`src/rtl/alu_seq_ctrl.sv`:
```
`default_nettype none
// ============================================================================
//  Module   : alu_seq_ctrl
//  Brief    : Two-state issue sequencer that drives a combinational ALU from
//             a 4-entry register file and writes the result back.
//  Revision : 1.0  initial release
// ============================================================================

module alu_seq_ctrl #(
    parameter int DATA_W       = 4,
    parameter bit R0_HARDWIRED = 1'b0
) (
    input  logic              clk,
    input  logic              rst_n,
    input  logic              instr_valid,
    input  logic [7:0]        instr_in,
    output logic              instr_ready,
    input  logic              ld_en,
    input  logic [1:0]        ld_addr,
    input  logic [DATA_W-1:0] ld_data,
    output logic [DATA_W-1:0] alu_a,
    output logic [DATA_W-1:0] alu_b,
    output logic [1:0]        alu_op,
    input  logic [DATA_W-1:0] alu_result,
    input  logic              alu_zero,
    output logic              done_valid,
    output logic [DATA_W-1:0] done_data,
    output logic              done_zero,
    input  logic [1:0]        dbg_addr,
    output logic [DATA_W-1:0] dbg_data
);

    typedef enum logic [0:0] {
        S_IDLE = 1'b0,
        S_EXEC = 1'b1
    } state_t;

    state_t            r_state;
    state_t            w_state_nxt;

    logic [DATA_W-1:0] r_regs [4];
    logic [1:0]        r_rd;
    logic [DATA_W-1:0] r_alu_a;
    logic [DATA_W-1:0] r_alu_b;
    logic [1:0]        r_alu_op;
    logic              r_done_valid;
    logic [DATA_W-1:0] r_done_data;
    logic              r_done_zero;

    logic [1:0]        w_op;
    logic [1:0]        w_rd;
    logic [1:0]        w_rs1;
    logic [1:0]        w_rs2;
    logic [DATA_W-1:0] w_rs1_val;
    logic [DATA_W-1:0] w_rs2_val;

    logic              w_accept;
    logic              w_retire;
    logic              w_load;
    logic              w_wr_en;
    logic [1:0]        w_wr_addr;
    logic [DATA_W-1:0] w_wr_data;

    assign w_op  = instr_in[7:6];
    assign w_rd  = instr_in[5:4];
    assign w_rs1 = instr_in[3:2];
    assign w_rs2 = instr_in[1:0];

    // With a hardwired R0 the storage is never written, but the read mask
    // keeps the zero guarantee independent of the write path.
    assign w_rs1_val = (R0_HARDWIRED && (w_rs1 == 2'd0)) ? '0 : r_regs[w_rs1];
    assign w_rs2_val = (R0_HARDWIRED && (w_rs2 == 2'd0)) ? '0 : r_regs[w_rs2];
    assign dbg_data  = (R0_HARDWIRED && (dbg_addr == 2'd0)) ? '0 : r_regs[dbg_addr];

    // Next-state and per-cycle control decode
    always_comb begin
        w_state_nxt = r_state;
        w_accept    = 1'b0;
        w_retire    = 1'b0;
        w_load      = 1'b0;
        case (r_state)
            S_IDLE: begin
                if (instr_valid) begin
                    w_accept    = 1'b1;
                    w_state_nxt = S_EXEC;
                end else if (ld_en) begin
                    w_load = 1'b1;
                end
            end
            S_EXEC: begin
                w_retire    = 1'b1;
                w_state_nxt = S_IDLE;
            end
            default: w_state_nxt = S_IDLE;
        endcase
    end

    // Single write port shared by retire and load; they are mutually exclusive by state.
    always_comb begin
        w_wr_addr = w_retire ? r_rd       : ld_addr;
        w_wr_data = w_retire ? alu_result : ld_data;
        w_wr_en   = (w_retire || w_load) && !(R0_HARDWIRED && (w_wr_addr == 2'd0));
    end

    always_ff @(posedge clk or negedge rst_n) begin
        if (!rst_n) begin
            r_state <= S_IDLE;
        end else begin
            r_state <= w_state_nxt;
        end
    end

    always_ff @(posedge clk or negedge rst_n) begin
        if (!rst_n) begin
            for (int i = 0; i < 4; i++) begin
                r_regs[i] <= '0;
            end
        end else if (w_wr_en) begin
            r_regs[w_wr_addr] <= w_wr_data;
        end
    end

    always_ff @(posedge clk or negedge rst_n) begin
        if (!rst_n) begin
            r_rd     <= 2'd0;
            r_alu_a  <= '0;
            r_alu_b  <= '0;
            r_alu_op <= 2'd0;
        end else if (w_accept) begin
            r_rd     <= w_rd;
            r_alu_a  <= w_rs1_val;
            r_alu_b  <= w_rs2_val;
            r_alu_op <= w_op;
        end
    end

    always_ff @(posedge clk or negedge rst_n) begin
        if (!rst_n) begin
            r_done_valid <= 1'b0;
            r_done_data  <= '0;
            r_done_zero  <= 1'b0;
        end else begin
            r_done_valid <= w_retire;
            if (w_retire) begin
                r_done_data <= alu_result;
                r_done_zero <= alu_zero;
            end
        end
    end

    assign instr_ready = (r_state == S_IDLE);
    assign alu_a       = r_alu_a;
    assign alu_b       = r_alu_b;
    assign alu_op      = r_alu_op;
    assign done_valid  = r_done_valid;
    assign done_data   = r_done_data;
    assign done_zero   = r_done_zero;

endmodule

`default_nettype wire
```
`config.mk`:
```
export PLATFORM = sky130hd
export DESIGN_NAME = alu_seq_ctrl
export DESIGN_NICKNAME = d
export VERILOG_FILES = /design/src/rtl/alu_seq_ctrl.sv
export SDC_FILE = /design/constraint.sdc
export NUM_CORES = 1
export LEC_CHECK = 0
export CORE_ASPECT_RATIO = 1.5
export CORE_MARGIN = 2
export CORE_UTILIZATION = 51
export DETAILED_ROUTE_END_ITERATION = 8
export PLACE_DENSITY_LB_ADDON = 0.2
export SYNTH_ARGS = -nofsm -noshare
export SYNTH_HDL_FRONTEND = slang
export SYNTH_SLANG_ARGS = --single-unit
```
`constraint.sdc`:
```
create_clock -name clk -period 5.7 [get_ports clk]
set_clock_uncertainty 0.15 [all_clocks]
set_input_delay 0.57 -clock clk [delete_from_list [all_inputs] [get_ports clk]]
set_output_delay 0.57 -clock clk [all_outputs]
set_load 0.05 [all_outputs]
```
Word-level counts from Yosys, hierarchy flattened:

Index checks and enable logic that the tools add are counted.

* word-level logic and storage cells: 45
* bits in registers: 35
* output and inout port bits: 21

* reduce and logical (&&, ||, !) cells: 2
* multiplexer cells: 21
* bitwise logic cells: 5
* $lt $le $gt $ge: 5

Operators by type and width (number)
* two-way mux 4 bit: 8
* binary-select mux 4 bit (select 2 bit): 3
* bitwise mux 16 bit: 1
* greater-or-equal comparator 3 bit (second input constant): 4
* inverter 2 -> 3 bit: 4
* demux 4 bit (select 2 bit): 1
* two-way mux 1 bit: 6
* < comparator 3 x 1 -> 1 bit (second input constant): 1
* two-way mux 2 bit: 1
* case mux 1 bit (2 select lines): 1
* logical AND 1 bit: 1
* logical OR 1 bit: 1
* inverter 1 bit: 1

Longest topological paths before layout:

Gate-level depths: netlist (run 1).

* depth after elaboration: 8
* gate-level depth with buffers: 6

Worst setup path before layout (run 1):

OpenSTA, ideal clock, no wires.

* kind: in2reg
* start point: input port instr_valid
* end point: register r_regs[12] in the netlist's numbering
* setup time: 0.125 ns
* required time: 5.425 ns
* arrival: 1.660 ns
* cell stages on the path: 3
* setup slack: 3.765 ns
* path through: or4b_4 -> o22ai_2 -> mux2_2

* longest elaborated chain between the ends: 3

Ends and longest elaborated chain
* from (decl): RTL line 15 `input logic instr_valid,`
* two-way mux 1 bit: RTL line 83 `if (instr_valid) begin`
* two-way mux 1 bit: RTL line 81 `case (r_state)`
* logical OR 1 bit: RTL line 102 `w_wr_en = (w_retire || w_load) && !(R0_HARDWIRED && (w_wr_addr == 2'd0));`
* to (signal, indexed assignment): RTL line 119 `r_regs[w_wr_addr] <= w_wr_data;`
* to (decl): RTL line 41 `logic [DATA_W-1:0] r_regs [4];`

Every way passes these cells.
A chain may end at the register's enable or synchronous reset.

Worst setup path in the final report (run 1):

* start point: input port dbg_addr[0]
* end point: output port dbg_data[1]

* longest elaborated chain between the ends: 4

Ends and longest elaborated chain
* from (decl): RTL line 29 `input logic [1:0] dbg_addr,`
* inverter 2 -> 3 bit (not written as such): RTL line 73 `assign dbg_data = (R0_HARDWIRED && (dbg_addr == 2'd0)) ? '0 : r_regs[dbg_addr];`
* binary-select mux 4 bit (select 2 bit): RTL line 73
* two-way mux 4 bit (not written as such) (2 in series): RTL line 73
* to (decl): RTL line 30 `output logic [DATA_W-1:0] dbg_data`

Every way passes these cells. The select of a mux whose other input is x is not followed.

==> flow_metrics.py, run 1 <==
metrics = {
    "timing": {
        "setup_viol": 0,
        "rsz0062_at_grt": "false",
        "finalMaxSlewViolations": 0,
        "fmax_mhz": 312.3,
        "period_minus_slack_ps": 3202,
        "setup_tns_ps": 0,
        "slew_headroom": 0.3189,
        "hold_viol_final": 0,
        "finalCritPeriodShare": 0.5617,
        "worst_pin_slew_ps": 1020,
    },
    "floorplanning": {
        "dieArea_um2": 3803,
        "coreArea_um2": 3159,
        "start_util": 0.5354,
        "io-pin-count": 46,
        "die_h_um": 74.54,
        "rows": 25,
        "dieWidth_um": 51.03,
    },
    "clock_tree": {
        "cts_tree": "built",
        "clk_path_buf_depth": 2,
        "cts_buffers": 5,
        "htree_levels": 2,
        "postCtsSetupBuffers": 0,
        "cts_root_buf": "clkbuf_8",
        "cts_resized": 0,
        "clk_latency_ps": 280,
        "clock_sinks": 35,
        "cts_hold_buf": 0,
        "path_clk_slew_ps": 70,
    },
    "worst_setup_path": {
        "worst_path_most_repeated_cell": "clkdlybuf4s50_1",
        "worstPathRequired_ps": 4980,
        "crit_fanout": 4,
        "endpoint_kind": "output pin",
        "crit_path_start_kind": "input pin",
        "slowest_stage": "clkdlybuf4s50_1",
        "cp_data_arrival_time_ps": 2480,
        "worstPathCellList": "clkdlybuf4s50_1, mux4_2, clkdlybuf4s50_1",
        "crit_type": "input pin to output pin",
        "max_stage_delay_ps": 710,
    },
    "route": {
        "first_iter_violations": 14,
        "ant_nets": 0,
        "vias": 1135,
        "drc_errors": 0,
        "first_pass_iters": 4,
        "viasPerCell": 5.591,
        "drt_wl_total_um": 3523,
        "post_drt_wl_per_cell_um": 17.35,
    },
    "yosys": {
        "synth_edf_count": 0,
        "mappedNetlistArea_um2": 1692,
        "synthArstFlopShare": 1.000,
        "yosysMostFrequentCell": "dfrtp_1",
        "synth_top_area_frac": 0.5178,
        "synth_top_area_cell": "dfrtp_1",
        "synth_seq_cells": 35,
        "synth_fp_nets": 138,
        "avgSynthCellArea_um2": 14.97,
        "yosys-top-cells-area": "dfrtp_1 52%, mux4_2 16%, mux2_2 8.7%",
        "synth.distinct_cells": 20,
        "yosys_warnings": 0,
        "ys_seq_area_frac": 0.5178,
        "syn_inst": 113,
        "synth.top_cells.by_count": "35 x dfrtp_1, 13 x mux2_2, 12 x mux4_2",
        "synthFlopType": "dfrtp_1",
    },
    "power": {
        "power.leakage_nw": 0.9459,
        "peakVddDrop_uv": 281.2,
        "power.density_nw_per_um2": 458.3,
    },
    "global_routing": {
        "grt_pass1_wl_um": 5844,
        "grt_use_total": 0.2149,
        "gr-total-overflow": 0,
        "grt_max_degree": 36,
        "grt_antenna_before_repair": 0,
        "grt_pass1_vias": 1260,
    },
    "finish": {
        "n_antenna_cell": 0,
        "fin_area_um2": 2257,
        "syn_to_final_growth_pct": 33.43,
        "finish.net_count": 187,
        "post_route_cells_drive_above_1_share": 0.2393,
    },
    "placement": {
        "post-dp-hpwl_um": 2729,
        "placed_area_um2": 2176,
        "gp_congestion": 0.7143,
        "io_buffers": 45,
    },
    "outcome": {
        "status": "finished, final reports clean",
    },
    "job": {
        "maxCapViolCount": 0,
    },
    "worst_hold_path": {
        "hold_path_class": "flip-flop to flip-flop",
    },
}
metal layers:
metal | track usage | wire [µm]
met1 | 0.2312 | 1287
met2 | 0.3752 | 1914
met3 | 0.06225 | 246
met4 | 0.1201 | 74
met5 | 0 | 0
final timing paths:
path                             start          end  slack (ps)  depth (start not counted)
max reg2reg                    r_state     alu_a[2]        3540                          2
min reg2reg                  alu_op[0]    alu_op[0]         340                          1
max in group asynchronous        rst_n    r_regs[8]        4540                          2
min in group asynchronous        rst_n     alu_b[1]         550                          2
min                          alu_op[0]    alu_op[0]         340                          1
max                        dbg_addr[0]  dbg_data[1]        2500                          3
metrics by stage:
step / utilization / std cells / setup slack (ps) / power, mW / hold WS, ps
floorplan: - / 113 / 3765 / 0.7103 / 124.4
global placement: 0.6887 / 195 / 2498 / 0.8547 / 319.8
detailed placement: 0.6887 / 195 / 2491 / 0.8757 / 323.7
CTS: 0.7145 / 203 / 2491 / 1.045 / 344.1
global route: 0.7145 / 203 / 2446 / 1.082 / 363.6
finish: 0.7145 / 203 / 2498 / 1.034 / 339.1
report_power, final:
group / switching, mW / total, mW / internal [mW]
logic: 0.250 / 0.465 / 0.215
registers: 0.0707 / 0.402 / 0.331
clock network: 0.0823 / 0.168 / 0.0855
total: 0.403 / 1.03 / 0.631
cell usage in the layout, fill, tap and decap left out, types with 2 or more instances in the layout:
cell	count
inv_1	11
nand2_1	6
clkbuf_1	2
o21ai_1	8
mux2_4	4
mux2_1	11
clkbuf_8	5
clkdlybuf4s50_1	45
dfrtp_1	35
mux4_2	12
mux2_2	13
critical path: cells and delay by family:
kind	cells	cell delay, ps
multiplexers	1	550
buffers and inverters	2	1350
state kept, by name, indices dropped and copies added (netlist names):
| register | cells |
|---|---|
| done_valid | 1 |
| r_state | 1 |
| done_data | 4 |
| r_regs | 16 |
| r_rd | 2 |
| alu_b | 4 |
| alu_a | 4 |
| alu_op | 2 |
| done_zero | 1 |
kinds of logic (layout without fill, tap and decap cells):
kind of cell,after synthesis,after routing,share of synthesized area
AOI/OAI and AO/OA,13,13,0.05326
buffers and inverters,15,65,0.03846
DFF,35,35,0.5178
muxes,40,40,0.3550
and+or+nand+nor,10,10,0.03550
cell type report:
| type | instances | area (µm²) |
|---|---|---|
| Clock buffer | 7 | 76.32 |
| Clock inverter | 1 | 5.005 |
| Fill cell | 223 | 902.1 |
| Inverter | 11 | 41.29 |
| Multi-Input combinational cell | 63 | 750.7 |
| Sequential cell | 35 | 875.8 |
| Tap cell | 40 | 50.05 |
| Timing Repair Buffer | 46 | 457.9 |
No activity file was read; power rests on OpenSTA's default activity.
==> inputs of run 2 (changes only) <==
Settings changed: CORE_UTILIZATION 51 to 47.
Clock period 5.7 ns to 3.11 ns, I/O delays scaled along.
==> run 2 against run 1 <==
Clock power rose by 150%. Power increased by 95%. Count of clock-buffer cells in the layout down 1. Die area increased by 7.9%. Sequential share of layout area down 0.90 points. Critical path depth is the same. Via count fell by 0.26%. Register-to-register slack got worse by 2500 ps. Design area is 2.4% higher. Utilization fell by 3.8 points. Hold slack worse by 51 ps. Critical endpoint is now dbg_data[3].
==> flow_metrics.py, run 2 (synthesized netlist as in run 1, its figures left out) <==
metrics = {
    "clock_tree": {
        "path_clk_slew_ps": 60,
        "clk_path_buf_depth": 2,
        "postCtsSetupBuffers": 0,
        "cts_root_buf": "clkbuf_8",
        "cts_tree": "built",
        "htree_levels": 2,
        "cts_buffers": 5,
        "cts_hold_buf": 0,
        "clock_sinks": 35,
        "clk_latency_ps": 290,
        "cts_resized": 0,
    },
    "floorplanning": {
        "dieWidth_um": 52.99,
        "die_h_um": 77.48,
        "io-pin-count": 46,
        "rows": 26,
        "coreArea_um2": 3416,
        "dieArea_um2": 4105,
        "start_util": 0.4952,
    },
    "route": {
        "first_pass_iters": 4,
        "post_drt_wl_per_cell_um": 17.65,
        "vias": 1132,
        "drt_wl_total_um": 3653,
        "ant_nets": 0,
        "drc_errors": 0,
        "first_iter_violations": 17,
        "viasPerCell": 5.469,
    },
    "placement": {
        "dp.cells": 199,
        "gp_congestion": 0.8085,
        "dp_slack_ps": 386.5,
        "placed_area_um2": 2193,
        "post-dp-hpwl_um": 2841,
        "io_buffers": 45,
    },
    "timing": {
        "hold_viol_final": 0,
        "setup_tns_ps": 0,
        "setup_viol": 0,
        "finalMaxSlewViolations": 0,
        "fin_ws_ps": 406.4,
        "period_minus_slack_ps": 2704,
        "worst_pin_slew_ps": 521.0,
        "fmax_mhz": 369.9,
        "slew_headroom": 0.6526,
        "finalCritPeriodShare": 0.8693,
        "rsz0062_at_grt": "false",
    },
    "finish": {
        "fillCellCount": 262,
        "final_common_cell": "clkdlybuf4s50_1",
        "largest_register_ff_count": 16,
        "top_register": "r_regs",
        "post_route_cells_drive_above_1_share": 0.2606,
        "stdcell_count": 207,
        "n_antenna_cell": 0,
        "syn_to_final_growth_pct": 36.61,
        "finish.net_count": 189,
        "regArea_um2": 875.8,
        "fin_area_um2": 2311,
        "post-route-util": 0.6766,
        "multiInputGateArea_um2": 750.7,
        "layout_common_cells": "45 x clkdlybuf4s50_1, 35 x dfrtp_1, 13 x mux2_2",
    },
    "worst_setup_path": {
        "slowest_stage": "clkdlybuf4s50_1",
        "worstPathRequired_ps": 2650,
        "cp_data_arrival_time_ps": 2240,
        "max_stage_delay_ps": 720,
        "endpoint_kind": "output pin",
        "r2r_slack_ps": 1080,
        "worst_path_most_repeated_cell": "clkdlybuf4s50_1",
        "r2r_end": "r_regs[12]",
        "rr_worst_depth": 4,
        "crit_type": "input pin to output pin",
        "crit_path_start_kind": "input pin",
        "r2r-start": "r_state",
        "crit_fanout": 4,
        "worstPathCellList": "clkdlybuf4s50_1, mux4_2, clkdlybuf4s50_1",
    },
    "global_routing": {
        "grt_pass1_vias": 1236,
        "grt_max_degree": 36,
        "grt_pass1_wl_um": 6058,
        "grt_use_total": 0.2058,
        "gr-total-overflow": 0,
        "grt_antenna_before_repair": 0,
    },
    "power": {
        "power.density_nw_per_um2": 872.7,
        "peakVddDrop_uv": 525.0,
        "power.leakage_nw": 0.9749,
    },
    "job": {
        "maxCapViolCount": 0,
    },
    "worst_hold_path": {
        "hold_path_class": "input pin to async pin",
    },
    "outcome": {
        "status": "finished, final reports clean",
    },
}
[run 2: changes by cell type in the layout (fill, tap and decap cells not counted)]
cell	before	now
buf_4	1	3
bufinv_16	0	1
clkbuf_1	2	0
clkbuf_8	5	6
[run 2: final cells by class]
cell class,instances,share of cell area
tap,42,0.02274
timing repair buffer,48,0.2047
sequential,35,0.3790
inverter,11,0.01787
multi-input combinational,63,0.3249
clock buffer,6,0.03573
clock inverter,2,0.01516
[run 2: stage by stage]
step / total power [mW] / hold WS (ps)
6_report: 2.017 / 288.2
5_1_grt: 2.098 / 327.3
4_1_cts: 2.033 / 298.4
3_5_place_dp: 1.613 / 346.1
3_3_place_gp: 1.577 / 317.2
2_1_floorplan: 1.302 / -134.6
[run 2: power by group]
group / switching [mW] / internal [mW] / total, mW
clock network: 0.158 / 0.259 / 0.417
logic: 0.466 / 0.395 / 0.861
registers: 0.132 / 0.606 / 0.739
[run 2: worst max path at each step]
stage / startpoint / to / slack, ps / cells past startpoint
final: dbg_addr[0] / dbg_data[3] / 410 / 3
after CTS: dbg_addr[0] / dbg_data[3] / 390 / 3
after detailed placement: dbg_addr[0] / dbg_data[3] / 390 / 3
after global placement: dbg_addr[0] / dbg_data[3] / 410 / 3
after floorplan: r_state / r_regs[12] / 1230 / 4
after global routing: dbg_addr[0] / dbg_data[3] / 360 / 3
[run 2: worst max-delay path: cells and delay by family]
| kind | cells | cell delay (ps) |
|---|---|---|
| buffers and inverters | 2 | 1350 |
| multiplexers | 1 | 580 |
[run 2: layer usage]
metal  GRT usage  share of wire  up-vias
li1            -              -      516
met1      0.2305           0.36      563
met2      0.3438           0.54       43
met3     0.05962          0.064       10
met4      0.1051          0.030        0
met5           0              0        -
==> inputs of run 3 (changes only) <==
Settings changed: CELL_PAD_IN_SITES_DETAIL_PLACEMENT set to 1, CELL_PAD_IN_SITES_GLOBAL_PLACEMENT set to 2, CORE_UTILIZATION 47 to 32, RECOVER_POWER set to 50.
==> run 3 against run 2 <==
The run now ends with max-capacitance violations, max-slew violations left. Hold slack improved by 56 ps. Die area increased by 44%. Global-route usage is 6.6 points lower. Largest power group unchanged.
==> flow_metrics.py, run 3 (synthesized netlist as in run 1, its figures left out) <==
metrics = {
    "outcome": {
        "status": "complete, but fails checks",
        "violations": "max-capacitance violations, max-slew violations",
    },
    "worst_setup_path": {
        "crit_fanout": 4,
        "max_stage_delay_ps": 720,
        "worst_path_most_repeated_cell": "clkdlybuf4s50_1",
        "worstPathCellList": "clkdlybuf4s50_1, mux4_2, clkdlybuf4s50_1",
        "endpoint_kind": "output pin",
        "crit_path_start_kind": "input pin",
        "crit_type": "input pin to output pin",
        "cp_data_arrival_time_ps": 2220,
        "worstPathRequired_ps": 2650,
        "slowest_stage": "clkdlybuf4s50_1",
    },
    "power": {
        "power.density_nw_per_um2": 826.7,
        "switching_share": 0.3945,
        "power.leakage_nw": 0.9462,
        "p_int_mw": 1.155,
        "pwr-share-seq": 0.382,
        "peakVddDrop_uv": 318.7,
        "p_comb_frac": 0.450,
        "p_switching_uw": 752.4,
        "total_power_mw": 1.907,
        "clock_power_share": 0.168,
    },
    "clock_tree": {
        "postCtsSetupBuffers": 0,
        "cts_root_buf": "clkbuf_8",
        "clk_path_buf_depth": 2,
        "clk_latency_ps": 280,
        "path_clk_slew_ps": 70,
        "clock_sinks": 35,
        "cts_hold_buf": 0,
        "cts_tree": "built",
        "cts_resized": 0,
        "htree_levels": 2,
        "cts_buffers": 5,
    },
    "finish": {
        "n_antenna_cell": 0,
        "top_register": "r_regs",
        "fillCellCount": 561,
        "multiInputGateArea_um2": 750.7,
        "largest_register_ff_count": 16,
        "final_common_cell": "clkdlybuf4s50_1",
        "finish.net_count": 189,
        "syn_to_final_growth_pct": 36.39,
        "post-route-util": 0.4502,
        "regArea_um2": 875.8,
        "post_route_cells_drive_above_1_share": 0.2485,
        "layout_common_cells": "44 x clkdlybuf4s50_1, 35 x dfrtp_1, 13 x mux2_2",
    },
    "timing": {
        "finalMaxSlewViolations": 36,
        "fmax_mhz": 373.0,
        "period_minus_slack_ps": 2681,
        "slew_headroom": -0.2709,
        "hold_viol_final": 0,
        "finalCritPeriodShare": 0.8621,
        "rsz0062_at_grt": "false",
        "whs_ps": 344.4,
        "worst_pin_slew_ps": 1906,
        "setup_tns_ps": 0,
        "setup_viol": 0,
    },
    "placement": {
        "post-dp-hpwl_um": 2933,
        "gp_congestion": 0.6693,
        "io_buffers": 45,
    },
    "floorplanning": {
        "rows": 32,
        "start_util": 0.3301,
        "dieArea_um2": 5896,
        "die_h_um": 93.05,
        "coreArea_um2": 5125,
        "dieWidth_um": 63.37,
        "io-pin-count": 46,
    },
    "route": {
        "first_iter_violations": 36,
        "viasPerCell": 4.841,
        "ant_nets": 0,
        "first_pass_iters": 3,
        "vias": 1128,
        "drt_wl_total_um": 3669,
        "drc_errors": 0,
        "post_drt_wl_per_cell_um": 15.75,
    },
    "job": {
        "maxCapViolCount": 1,
    },
    "global_routing": {
        "grt_pass1_vias": 1262,
        "gr-total-overflow": 0,
        "grt_max_degree": 36,
        "grt_antenna_before_repair": 0,
        "grt_pass1_wl_um": 6189,
        "grt_use_total": 0.1398,
    },
    "worst_hold_path": {
        "hold_path_class": "flip-flop to flip-flop",
    },
}
==> run 3: changes by cell type in the layout (fill, tap and decap cells not counted), moves of 2 or more <==
cell and change:
o21ai_1 -5, o21ai_0 +5, buf_4 -2, clkinvlp_4 +2, clkbuf_1 +2
==> run 3: through the flow <==
step	setup WS [ps]	cell area, µm²	std cells
CTS	424.3	2315	233
global route	381.4	2307	233
global placement	427.9	2226	225
finish	429.0	2307	233
detailed placement	424.3	2226	225
floorplan	1227	1692	113
==> run 3: cell type report <==
type / count / area share
clock buffers: 5 / 0.02983
clock inverters: 3 / 0.008677
inverters: 11 / 0.01790
multi-input cells: 63 / 0.3254
flip-flops and latches: 35 / 0.3796
well taps: 68 / 0.03688
repair buffers: 48 / 0.2017
==> run 3: power groups by stage <==
stage                     Clock, mW  Sequential (mW)  Combinational (mW)
after global placement            0            0.722               0.853
after floorplan                   0            0.934               0.368
after CTS                     0.332            0.729               0.872
after global routing          0.366            0.753               0.896
final                         0.320            0.729               0.857
after detailed placement          0            0.737               0.870
==> run 3: worst paths after layout <==
check                         endpoint  slack [ps]  cells past startpoint   startpoint
setup / recovery           dbg_data[3]         430                      3  dbg_addr[0]
hold / removal               alu_op[1]         340                      1    alu_op[1]
setup reg to reg             r_regs[9]         960                      4      r_state
hold reg to reg              alu_op[1]         340                      1    alu_op[1]
max in group asynchronous     alu_a[3]         770                      2        rst_n
min in group asynchronous      r_rd[0]         940                      2        rst_n
==> run 3: worst max-delay path, delay by kind of cell <==
kind,cells,cell delay (ps)
buffers and inverters,2,1360
multiplexers,1,550
==> run 3: routing by layer <==
layer / GRT usage / routed length (µm) / up-vias
li1: - / - / 516
met1: 0.1536 / 1404 / 573
met2: 0.2509 / 2058 / 35
met3: 0.03851 / 172 / 4
met4: 0.05797 / 34 / 0
met5: 0 / 0 / -
